`src/rtl/sprite_rom_arbiter.sv`:
```
// Round-robin arbiter sharing one pipelined sprite/background ROM between pixel-fetch requesters.
// Define ARB_BG_PRIORITY_EN to give requester 0 (background fetch) strict priority over the sprites.
module sprite_rom_arbiter #(
  parameter int NREQ    = 3,
  parameter int ADDR_W  = 19,
  parameter int DATA_W  = 8,
  parameter int ROM_LAT = 2
) (
  input  logic                     Clk,
  input  logic                     Reset_n,
  input  logic                     frame_sync,
  input  logic [NREQ-1:0]          req,
  input  logic [NREQ*ADDR_W-1:0]   req_addr,
  output logic [NREQ-1:0]          gnt,
  output logic                     rom_rd,
  output logic [ADDR_W-1:0]        rom_addr,
  input  logic [DATA_W-1:0]        rom_data,
  output logic [DATA_W-1:0]        rdata,
  output logic [NREQ-1:0]          rvalid,
  output logic                     busy
);

  localparam int              PTR_W  = $clog2(NREQ);
  localparam logic [PTR_W:0]  NREQ_E = (PTR_W+1)'(NREQ);
  localparam logic [PTR_W-1:0] LAST  = PTR_W'(NREQ-1);

  logic [PTR_W-1:0] rr_ptr, rr_ptr_nxt, win;
  logic             found, ptr_adv;
  logic [PTR_W:0]   cand;
  logic [ROM_LAT:0] tag_v;
  logic [PTR_W-1:0] tag_idx [ROM_LAT+1];

  // Candidate index wraps with an explicit compare so non-power-of-2 NREQ works.
  always_comb begin
    found = 1'b0;
    win   = '0;
    cand  = '0;
`ifdef ARB_BG_PRIORITY_EN
    if (req[0]) found = 1'b1;
`endif
    for (int k = 0; k < NREQ; k++) begin
      cand = {1'b0, rr_ptr} + (PTR_W+1)'(k);
      if (cand >= NREQ_E) cand = cand - NREQ_E;
`ifdef ARB_BG_PRIORITY_EN
      if (!found && (cand != '0) && req[cand[PTR_W-1:0]]) begin
`else
      if (!found && req[cand[PTR_W-1:0]]) begin
`endif
        found = 1'b1;
        win   = cand[PTR_W-1:0];
      end
    end
    if (!Reset_n) found = 1'b0;
  end

  always_comb begin
    gnt = '0;
    if (found) gnt[win] = 1'b1;
  end

`ifdef ARB_BG_PRIORITY_EN
  assign ptr_adv = found && (win != '0);
`else
  assign ptr_adv = found;
`endif

  // frame_sync restart wins over the post-grant advance.
  always_comb begin
    rr_ptr_nxt = rr_ptr;
    if (frame_sync)   rr_ptr_nxt = '0;
    else if (ptr_adv) rr_ptr_nxt = (win == LAST) ? '0 : win + PTR_W'(1);
  end

  always_ff @(posedge Clk or negedge Reset_n) begin
    if (!Reset_n) begin
      rr_ptr   <= '0;
      rom_addr <= '0;
      tag_v    <= '0;
      for (int k = 0; k <= ROM_LAT; k++) tag_idx[k] <= '0;
    end else begin
      rr_ptr <= rr_ptr_nxt;
      if (found) rom_addr <= req_addr[win*ADDR_W +: ADDR_W];
      tag_v      <= {tag_v[ROM_LAT-1:0], found};
      tag_idx[0] <= win;
      for (int k = 1; k <= ROM_LAT; k++) tag_idx[k] <= tag_idx[k-1];
    end
  end

  assign rom_rd = tag_v[0];
  assign rdata  = rom_data;
  assign busy   = |tag_v;

  always_comb begin
    rvalid = '0;
    if (tag_v[ROM_LAT]) rvalid[tag_idx[ROM_LAT]] = 1'b1;
  end

endmodule
```
`config.mk`:
```
export PLATFORM = sky130hd
export DESIGN_NAME = sprite_rom_arbiter
export DESIGN_NICKNAME = d
export VERILOG_FILES = /design/src/rtl/sprite_rom_arbiter.sv
export SDC_FILE = /design/constraint.sdc
export NUM_CORES = 1
export LEC_CHECK = 0
export CAP_MARGIN = 25
export CORE_MARGIN = 4
export CORE_UTILIZATION = 37
export CTS_CLUSTER_SIZE = 24
export DETAILED_ROUTE_END_ITERATION = 10
export PLACE_DENSITY_LB_ADDON = 0.3
export SETUP_SLACK_MARGIN = 0.4
export SYNTH_ARGS = -nofsm -noshare
export SYNTH_HDL_FRONTEND = slang
export SYNTH_SLANG_ARGS = --single-unit
```
`constraint.sdc`:
```
create_clock -name Clk -period 3.3 [get_ports Clk]
set_clock_uncertainty 0.2 [all_clocks]
set_input_delay 0.33 -clock Clk [delete_from_list [all_inputs] [get_ports Clk]]
set_output_delay 0.33 -clock Clk [all_outputs]
set_load 0.005 [all_outputs]
```
# Yosys cells after proc, flatten, opt, wreduce, memory -nomap -nowiden
# Index checks and enable logic that the tools add are counted.
# op_classes
shifts	1
n_mul	1
n_reduce_logical	8
order_cmp	10
add_sub_neg	6
mux	25
eq_ne	1
# op_table
cell	n
$shiftx A57 B8 Y19	1
$mux W2	9
$lt A2 B3 Y1 const B	5
$mux W1	9
$mul A2 B5 Y7 const B	1
$bmux W1 S2	3
$ge A3 B2 Y1 const B	2
$mux W3	2
$sub A2 B2 Y2 const B	3
$demux W1 S2	2
$ge A2 B1 Y1 const B	2
$logic_and A1 B1 Y1	4
$add A2 B1 Y3 const B	1
$add A2 B2 Y3 const B	1
$reduce_or A3 Y1	1
$add A2 B1 Y2 const B	1
$eq A2 B2 Y1 const B	1
$ge A2 B2 Y1 const B	1
$logic_not A1 Y1	2
$reduce_bool A2 Y1	1
# totals
inputBits	71
wordCells	58
output_inout_bits	35
register_bits	30

# Logic depth before layout (Yosys ltp)
# Gate-level depths: netlist (run 1).
# depth
ltp_word	16
ltp_mapped	11
ltp_nobuf	9

# Worst setup path after synthesis (run 1)
# No wires, ideal clock.
# synth_timing
path_kind	reg-to-output
start	reg rr_ptr[0]
end	out gnt[1]
stages_incl_launch_ff	11
arrival_ns	1.850
setup_slack_ns	0.920
cell_sequence	dfrtp_1 -> inv_1 -> ha_1 -> buf_6 -> or3b_1 -> o21ai_1 -> a32oi_1 -> o21ai_2 -> buf_6 -> nand2b_1 -> inv_1
# synth_between
elab_chain_cells	16
# synth_lines
item	line_no	source
from (decl)	27	logic [PTR_W-1:0] rr_ptr, rr_ptr_nxt, win;
from (signal assigned)	81	rr_ptr <= rr_ptr_nxt;
branches (longest 15 deep; another with $add A2 B1 Y3)	-	
$mux W3 (*)	58	if (found) gnt[win] = 1'b1;
to (decl)	14	output logic [NREQ-1:0] gnt,
# Every way passes the cells marked *. The select of a mux whose other input is x is not followed.

# Worst setup path after layout (run 1)
# layout_timing
start	reg rr_ptr[1]
end	out gnt[1]
# The elaborated chain is that of the path after synthesis.

==> results of run 1 <==
[flip-flops by register name (all words and copies together) (netlist names)]
name,cells
tag_v,3
rom_addr,19
rr_ptr,2
tag_idx,6
[worst paths after layout]
| check | startpoint | end | slack [ns] | depth (start not counted) |
|---|---|---|---|---|
| max | rr_ptr[1] | gnt[1] | 0.46 | 10 |
| min | Reset_n | tag_idx[4] | 0.06 | 2 |
| max reg2reg | rr_ptr[1] | rom_addr[12] | 0.67 | 10 |
| min reg2reg | tag_idx[5] | tag_idx[3] | 0.15 | 0 |
| max in group asynchronous | Reset_n | rom_addr[14] | 2.02 | 2 |
| min in group Clk | tag_idx[5] | tag_idx[3] | 0.15 | 0 |
[Yosys cell counts]
master | n | share of area (%)
mux2i_1 | 22 | 12
and2_1 | 1 | 0.36
nand3b_1 | 3 | 1.3
o21ai_0 | 1 | 0.28
nand2_1 | 13 | 2.8
o21ai_1 | 14 | 4.0
buf_2 | 6 | 1.7
nand2b_1 | 1 | 0.36
or3b_1 | 1 | 0.50
and3b_1 | 2 | 0.99
o21a_1 | 1 | 0.43
a31oi_1 | 1 | 0.36
nor2_1 | 2 | 0.43
nand2b_4 | 1 | 0.78
a32o_1 | 1 | 0.57
o31ai_1 | 1 | 0.43
a32oi_1 | 11 | 5.5
a21oi_1 | 2 | 0.57
nand3_1 | 9 | 2.6
nor4b_1 | 1 | 0.50
or3_1 | 2 | 0.71
nor3b_1 | 2 | 0.85
buf_6 | 3 | 1.9
ha_1 | 4 | 2.8
dfrtp_1 | 30 | 43
o21ai_2 | 2 | 0.99
inv_1 | 6 | 1.3
buf_4 | 9 | 3.8
o22a_1 | 1 | 0.50
clkbuf_1 | 3 | 0.64
o211ai_2 | 10 | 7.1
[final cells by class]
cell class	instances	area, µm²
Clock buffer	7	86.33
Clock inverter	1	5.005
Fill cell	381	1614
Inverter	6	22.52
Multi-Input combinational cell	109	922.1
Sequential cell	30	750.7
Tap cell	52	65.06
Timing Repair Buffer	104	1008
[logic make-up after synthesis]
| kind of cell | after synthesis | synth area share, % |
|---|---|---|
| AOI/OAI and AO/OA | 45 | 20.65 |
| buffers and inverters | 27 | 9.368 |
| DFF | 30 | 42.58 |
| adders and majority gates | 4 | 2.839 |
| and+or+nand+nor | 38 | 12.07 |
| muxes | 22 | 12.49 |
[power groups by stage]
stage	Clock [mW]	Sequential (mW)	Combinational, mW
2_1_floorplan	0	0.623	0.648
3_3_place_gp	0	0.622	1.11
3_5_place_dp	0	0.623	1.13
4_1_cts	0.309	0.627	1.17
5_1_grt	0.330	0.651	1.32
6_report	0.304	0.627	1.22
[per-stage QoR]
step,cell area [µm²],utilization (%),worst slack (ns),hold slack (ns),std cells
floorplan,1763,-,0.9204,-0.1656,166
global placement,2616,58.47,0.4640,0.05909,292
detailed placement,2616,58.47,0.4182,0.06329,292
CTS,2769,61.88,0.3013,0.02958,303
global route,2860,63.93,0.3231,0.07440,309
finish,2860,63.93,0.4590,0.06031,309
[timing repair]
item | in CTS | in global routing
endpoints found under the setup margin | 3 | 2
buffers inserted | 2 | 6
cloned | 0 | 0
hold endpoints to repair | 9 | 0
pin swaps | 1 | 3
hold buffers | 1 | 0
gates resized for setup | 9 | 10
[routing by layer]
metal  vias to the layer above  wire length [µm]  GRT usage, %
li1                        782                 -             -
met1                       764              2163         19.66
met2                        83              2439         26.83
met3                        13               483         7.143
met4                         0                85         6.228
met5                         -                 0             0
==> results by group, run 1 <==
Status
  – Status: finished clean

Critical path
  – CP Launch Type: flip-flop
  – Top delay family on crit path: buffers and inverters
  – Worst Setup End Kind: primary output
  – CP max stage delay: 0.44 ns
  – Crit path buf inv count: 4
  – WP data required: 2.77 ns
  – CP Max Fanout: 6
  – Kind of critical path: reg -> out
  – Critical Path, Cell by Cell: inv_2 > ha_4 > mux2i_4 > o21ai_4 > nand2b_4 > o211ai_2 > buf_4 > nand2b_1 > inv_1 > dlygate4sd2_1
  – Slowest stage cell on the critical path: dfrtp_1
  – Critical Path AT: 2.31 ns

Power and ir drop
  – Switch Pwr: 778.2 µW
  – Comb power frac: 56.8%
  – Worst vdd ir: 0.0004022 V
  – Switching share of power: 36.11%
  – P per Cell Area: 753.5 nW/µm²
  – Tot Pwr: 2.155 mW
  – Pleak: 1.199 nW
  – Clock share of power: 14.1%
  – Cell-internal power: 1.377 mW
  – Flop pwr share: 29.1%

STA
  – Slew headroom: 68.30%
  – Fmax: 352.0 MHz
  – Min Clock Period, post-route: 2.841 ns
  – Final setup vio count: 0
  – Max-slew violations: 0
  – Setup tns final: 0 ns
  – Period utilization: 86.09%
  – RSZ-0062 raised after global routing: yes
  – Least-Margin Pin Slew: 0.4739 ns
  – Endpoints failing hold: 0

Routing
  – Final ANT Viol Nets: 0
  – Via count: 1,642
  – TritonRoute pass-1 iters: 4
  – Drc violations: 0
  – WL/cell: 16.74 µm
  – Post-Route WL: 5172 µm
  – 1st-iter DRT viols: 30
  – Via density: 5.314

Synthesis
  – Avg Cell Area, Syn: 10.62 µm²
  – Mapped cell area: 1763 µm²
  – Synth Register Bits: 30
  – Synthesized instance count: 166
  – Number of library cell types mapped by synthesis: 31
  – Synth warn: 0
  – Register area share after synthesis: 42.58%
  – Syn Nets: 241

Global route
  – Pin count of the biggest net entering global routing: 26
  – Grt ovf: 0
  – GRT Util Overall: 16.64%
  – Vias in the first global route: 1,649
  – First-pass GRT wire length: 7769 µm
  – Initial antenna violation count: 0

CTS
  – CTS tree: built
  – Sink Count: 30
  – CTS Buf Count: 5
  – CTS clock-pin slew for the worst setup and hold paths: 0.07 ns
  – Root buf cell: clkbuf_8
  – H-tree depth: 2
  – Clock Latency Late Sink: 0.28 ns
  – Max Root-Sink Buffers: 2

Die
  – IO Count: 106
  – Initial core utilization: 39.40%
  – DIE AREA: 5933 µm²
  – Die Span X: 77.03 µm
  – # rows: 24
  – Chip Height: 77.03 µm
  – Core ar.: 4474 µm²

Placement
  – Detail Placement HPWL: 3733 µm
  – Port buffer count: 89
  – Placer Congestion: 0.8217

Finish
  – Area Overhead vs Synth: 62.24%
  – Commonest non-fill, non-tap cell in the layout: clkdlybuf4s50_1
  – Commonest cells after routing, fill and taps aside: clkdlybuf4s50_1 (85), dfrtp_1 (30), mux2i_1 (20)
  – Ant diodes: 0
  – Nets: 331
  – Fraction of layout cells with a size suffix above 1: 17.51%

Hold path
  – Worst hold path class: in -> async

Job
  – Max-cap violations: 0
Note: power is estimated with default switching activity, not from simulation.
==> run 2: changes to the inputs <==
Settings changed: PLACE_DENSITY set to 0.82, PLACE_DENSITY_LB_ADDON 0.3 to not set.
==> run 2 against run 1 <==
Effect of this change: core utilization increased by 1.4 points; via count decreased by 1.2%; routed wire length decreased by 4.1%; the run now ends with hold timing left; critical path type unchanged; setup slack improved by 0.035 ns; total power increased by 8.5%; count of clock-buffer cells in the layout decreased by 1; flip-flop and latch count unchanged; highest routed layer unchanged; sequential power decreased by 1%; sequential share of layout area decreased by 0.51 points.
==> results by group, run 2 (same netlist as run 1, synthesis figures left out) <==
STA
  – Period utilization: 85.04%
  – Final WS setup: 0.4936 ns
  – Hold WS: -0.002826 ns
  – Least-Margin Pin Slew: 0.5690 ns
  – Fmax: 356.3 MHz
  – Slew headroom: 61.94%
  – Min Clock Period, post-route: 2.806 ns
  – Final setup vio count: 0
  – Setup tns final: 0 ns
  – Max-slew violations: 0
  – RSZ-0062 raised after global routing: no
  – Endpoints failing hold: 5

Finish
  – Ant diodes: 0
  – Top register by number of flip-flops: rom_addr
  – FILL cells: 356
  – Area Overhead vs Synth: 65.72%
  – Top Registers: rom_addr x19, tag_idx x6, tag_v x3
  – Final Cell Area: 2922 µm²
  – Commonest cells after routing, fill and taps aside: clkdlybuf4s50_1 (85), dfrtp_1 (29), mux2i_1 (21), buf_4 (14), nand2_1 (13)
  – Nets: 331
  – Final non-filler cell total: 309
  – Max reg flops: 19
  – Post-layout util: 65.30%
  – Fraction of layout cells with a size suffix above 1: 18.68%
  – Commonest non-fill, non-tap cell in the layout: clkdlybuf4s50_1

Global route
  – GRT Util Overall: 16.82%
  – First-pass GRT wire length: 8004 µm
  – Grt ovf: 0
  – Vias in the first global route: 1,664
  – Pin count of the biggest net entering global routing: 24
  – Initial antenna violation count: 0

Power and ir drop
  – Pleak: 1.209 nW
  – Comb power frac: 53.8%
  – Flop pwr share: 26.5%
  – Switch Pwr: 789.5 µW
  – Cell-internal power: 1.549 mW
  – P per Cell Area: 800.6 nW/µm²
  – Clock share of power: 19.7%
  – Worst vdd ir: 0.0005118 V
  – Switching share of power: 33.75%
  – Tot Pwr: 2.339 mW

Routing
  – 1st-iter DRT viols: 61
  – TritonRoute pass-1 iters: 4
  – Drc violations: 0
  – Via count: 1,622
  – Via density: 5.249
  – WL/cell: 16.06 µm
  – Final ANT Viol Nets: 0
  – Post-Route WL: 4962 µm

CTS
  – Sink Count: 30
  – CTS clock-pin slew for the worst setup and hold paths: 0.07 ns
  – H-tree depth: 2
  – CTS tree: built
  – Max Root-Sink Buffers: 2
  – CTS Buf Count: 5
  – Root buf cell: clkbuf_8
  – Clock Latency Late Sink: 0.28 ns

Placement
  – Port buffer count: 89
  – Dpl ws: 0.4401 ns
  – Placer Congestion: 0.8371
  – DP Area: 2620 µm²
  – Detail Placement HPWL: 3686 µm
  – Cells after DPL: 292

Critical path
  – WP data required: 2.77 ns
  – Kind of critical path: reg -> out
  – CP Max Fanout: 4
  – Worst Setup End Kind: primary output
  – CP Launch Type: flip-flop
  – Critical Path AT: 2.28 ns

Die
  – DIE AREA: 5933 µm²
  – Chip Height: 77.03 µm
  – Die Span X: 77.03 µm
  – Initial core utilization: 39.40%
  – IO Count: 106
  – Core ar.: 4474 µm²
  – # rows: 24

Status
  – Failing checks: hold timing
  – Status: finished with violations

Job
  – Max-cap violations: 0

Hold path
  – Worst hold path class: in -> async
[run 2: critical path, stage by stage, from the launching register on]
cell and delay (ns):
dfrtp_2 0.45, ha_4 0.26, buf_4 0.14, nand3b_1 0.11, o21a_1 0.21, nand2b_4 0.10
buf_4 0.14, o22a_1 0.21, nor2_1 0.12, dlygate4sd2_1 0.25
[run 2: metal layers]
layer  global-route usage, %  routed length [µm]  vias to the layer above
met3                   5.269                 357                        8
met5                       0                   0                        -
met1                   19.76                1963                      770
li1                        -                   -                      781
met4                   5.694                  77                        0
met2                   29.01                2563                       63
[run 2: power by group through the flow]
| stage | logic (mW) | clock network [mW] | registers [mW] |
|---|---|---|---|
| finish | 1.26 | 0.461 | 0.619 |
| global route | 1.37 | 0.487 | 0.642 |
| CTS | 1.23 | 0.468 | 0.621 |
| detailed placement | 1.13 | 0 | 0.622 |
| floorplan | 0.648 | 0 | 0.623 |
| global placement | 1.12 | 0 | 0.616 |
[run 2: path summary, 6_finish.rpt]
path | startpoint | to | slack [ns] | cells after the start
max reg2reg | rr_ptr[1] | rom_addr[8] | 0.69 | 8
min | Reset_n | rom_addr[14] | -0.003 | 2
max in group asynchronous | Reset_n | rom_addr[12] | 1.98 | 2
min in group Clk | tag_idx[3] | tag_idx[1] | 0.15 | 0
min reg2reg | tag_idx[3] | tag_idx[1] | 0.15 | 0
max | rr_ptr[1] | gnt[0] | 0.49 | 9
[run 2: what timing repair did]
action / 4_1_cts / 5_1_grt
hold endpoints to repair: 12 / 0
pin swaps: 6 / 3
setup endpoints to repair: 3 / 2
hold buffers: 1 / 0
setup buffers: 6 / 2
resized for setup: 14 / 6
[run 2: cell type report]
class                      count  area [µm²]  area share [%]
tap                           52       65.06           2.227
clock inverter                 2       60.06           2.056
multi-input combinational    109       938.4           32.12
sequential                    30       752.0           25.74
inverter                       6       22.52          0.7709
timing repair buffer         104        1001           34.26
clock buffer                   6       82.58           2.827
==> run 3: changes to the inputs <==
Settings changed: CAP_MARGIN 25 to 20.
==> results of run 3 <==
The final DEF is identical to that of run 2; final timing and power are the same.
==> RTL change (settings of run 1) <==
Set the parameter `DATA_W` to 12 (it was 8).
--- a/src/rtl/sprite_rom_arbiter.sv
+++ b/src/rtl/sprite_rom_arbiter.sv
@@ -3,7 +3,7 @@
 module sprite_rom_arbiter #(
   parameter int NREQ    = 3,
   parameter int ADDR_W  = 19,
-  parameter int DATA_W  = 8,
+  parameter int DATA_W  = 12,
   parameter int ROM_LAT = 2
 ) (
   input  logic                     Clk,
Interface: changed (resized rdata and rom_data); port bits go from 106 to 114. The function was not compared with the original's and may differ.
==> RTL change against run 1 <==
  * Worst setup slack improved by 0.0020 ns
  * Sequential cell count unchanged
  * Count of clock-buffer cells in the layout decreased by 1
  * Routed wire length decreased by 2.5%
  * Non-clock buffer count decreased by 1
  * Total power increased by 1.1%
  * Area after synthesis increased by 1.7%
  * Final area increased by 0.44%
==> RTL change: results (changes against run 1) <==
| Metric | Value |
|---|---|
| R2R setup slack | `0.59 ns (was 0.67 ns)` |
| Setup ws final | `0.461 ns (was 0.459 ns)` |
| Worst Reg-to-Reg Cells | `9 (was 10)` |
| GPL Wtd Cong | `0.891 (was 0.822)` |
| Post-CTS Setup Bufs | `6 (was 2)` |
| Largest net degree at the start of global routing | `32 (was 26)` |
| Syn nets | `249 (was 241)` |
| Met2 WL | `2400 um (was 2440 um)` |
| CTS resizes | `14 (was 9)` |
| Post-DP Area | `2640 um2 (was 2620 um2)` |
| Worst Path Max Fanout | `9 (was 6)` |
| Vias per std cell | `4.97 (was 5.31)` |
| Met1 usage | `19.2% (was 19.7%)` |
| Dpl cells | `307 (was 292)` |
| Leak | `1.17 nW (was 1.20 nW)` |
| Critical Path Max Stage Delay | `0.49 ns (was 0.44 ns)` |
| All-Layer GR Usage | `16.6% (about the same)` |
| Rel. slew slack | `76.2% (was 68.3%)` |
| Mean post-synth cell area | `10.5 um2 (was 10.6 um2)` |
| DRT iter0 DRCs | `61 (was 30)` |
| Routing usage on met2 | `26.6% (was 26.8%)` |
| First-pass GRT wire length | `7910 um (was 7770 um)` |
| Most frequent cells after synthesis | `dfrtp_1 (30), mux2i_1 (22), o21ai_1 (14), buf_4 (13), nand2_1 (13) (was dfrtp_1 (30), mux2i_1 (22), o21ai_1 (14), nand2_1 (13), a32oi_1 (11))` |
| Met3 WL | `491 um (was 483 um)` |
| Layout cell share with drive strength beyond 1 | `18.4% (was 17.5%)` |
| Synth top area cells | `dfrtp_1 (42%), mux2i_1 (12%), o211ai_2 (7.0%), buf_4 (5.4%), a32oi_1 (5.4%) (was dfrtp_1 (43%), mux2i_1 (12%), o211ai_2 (7.1%), a32oi_1 (5.5%), o21ai_1 (4.0%))` |
| Vias in the first global route | `1689 (was 1649)` |
| Layout fillers | `416 (was 381)` |
| Final Non-Filler Cells | `323 (was 309)` |
| Post-place setup slack | `0.418 ns (about the same)` |
| Worst IR Drop VDD | `0.391 mV (was 0.402 mV)` |
| Final hold slack | `0.149 ns (was 0.0603 ns)` |
| Seq/Total Area, Yosys | `41.9% (was 42.6%)` |
| Post-DP HPWL | `3680 um (was 3730 um)` |
| Critical path's slowest cell | `clkdlybuf4s50_1 (was dfrtp_1)` |
| GR Layer Usage met3 | `6.73% (was 7.14%)` |
| Final Net Count | `334 (was 331)` |
| Outcome | `completed (unchanged)` |
| Cell family with most CP delay | `buffers and inverters (unchanged)` |
| Reg-to-Reg End | `rom_addr[5]$_DFFE_PN0P_ (was rom_addr[12]$_DFFE_PN0P_)` |
-- RTL change: cell count changes after synthesis --
cell,change
buf_4,+4
-- RTL change: cell type report --
class / instances / area, um2 / share of cell area [%]
well taps: 67 / 83.8 / 2.92
flip-flops and latches: 30 / 751 / 26.1
clock buffers: 6 / 82.6 / 2.87
repair buffers: 103 / 995 / 34.6
multi-input cells: 109 / 926 / 32.2
inverters: 6 / 22.5 / 0.784
clock inverters: 2 / 12.5 / 0.436
-- RTL change: where the power goes --
group | switching, mW | internal, mW | total, mW
Sequential | 0.0859 | 0.532 | 0.618
Combinational | 0.566 | 0.687 | 1.25
Clock | 0.139 | 0.167 | 0.307
Total | 0.792 | 1.39 | 2.18
-- RTL change: kinds of logic after synthesis --
group | synth area share (%)
compound gates | 20.3
simple gates | 11.9
buf+inv | 10.9
flops | 41.9
mux | 12.3
fa+ha+maj | 2.79
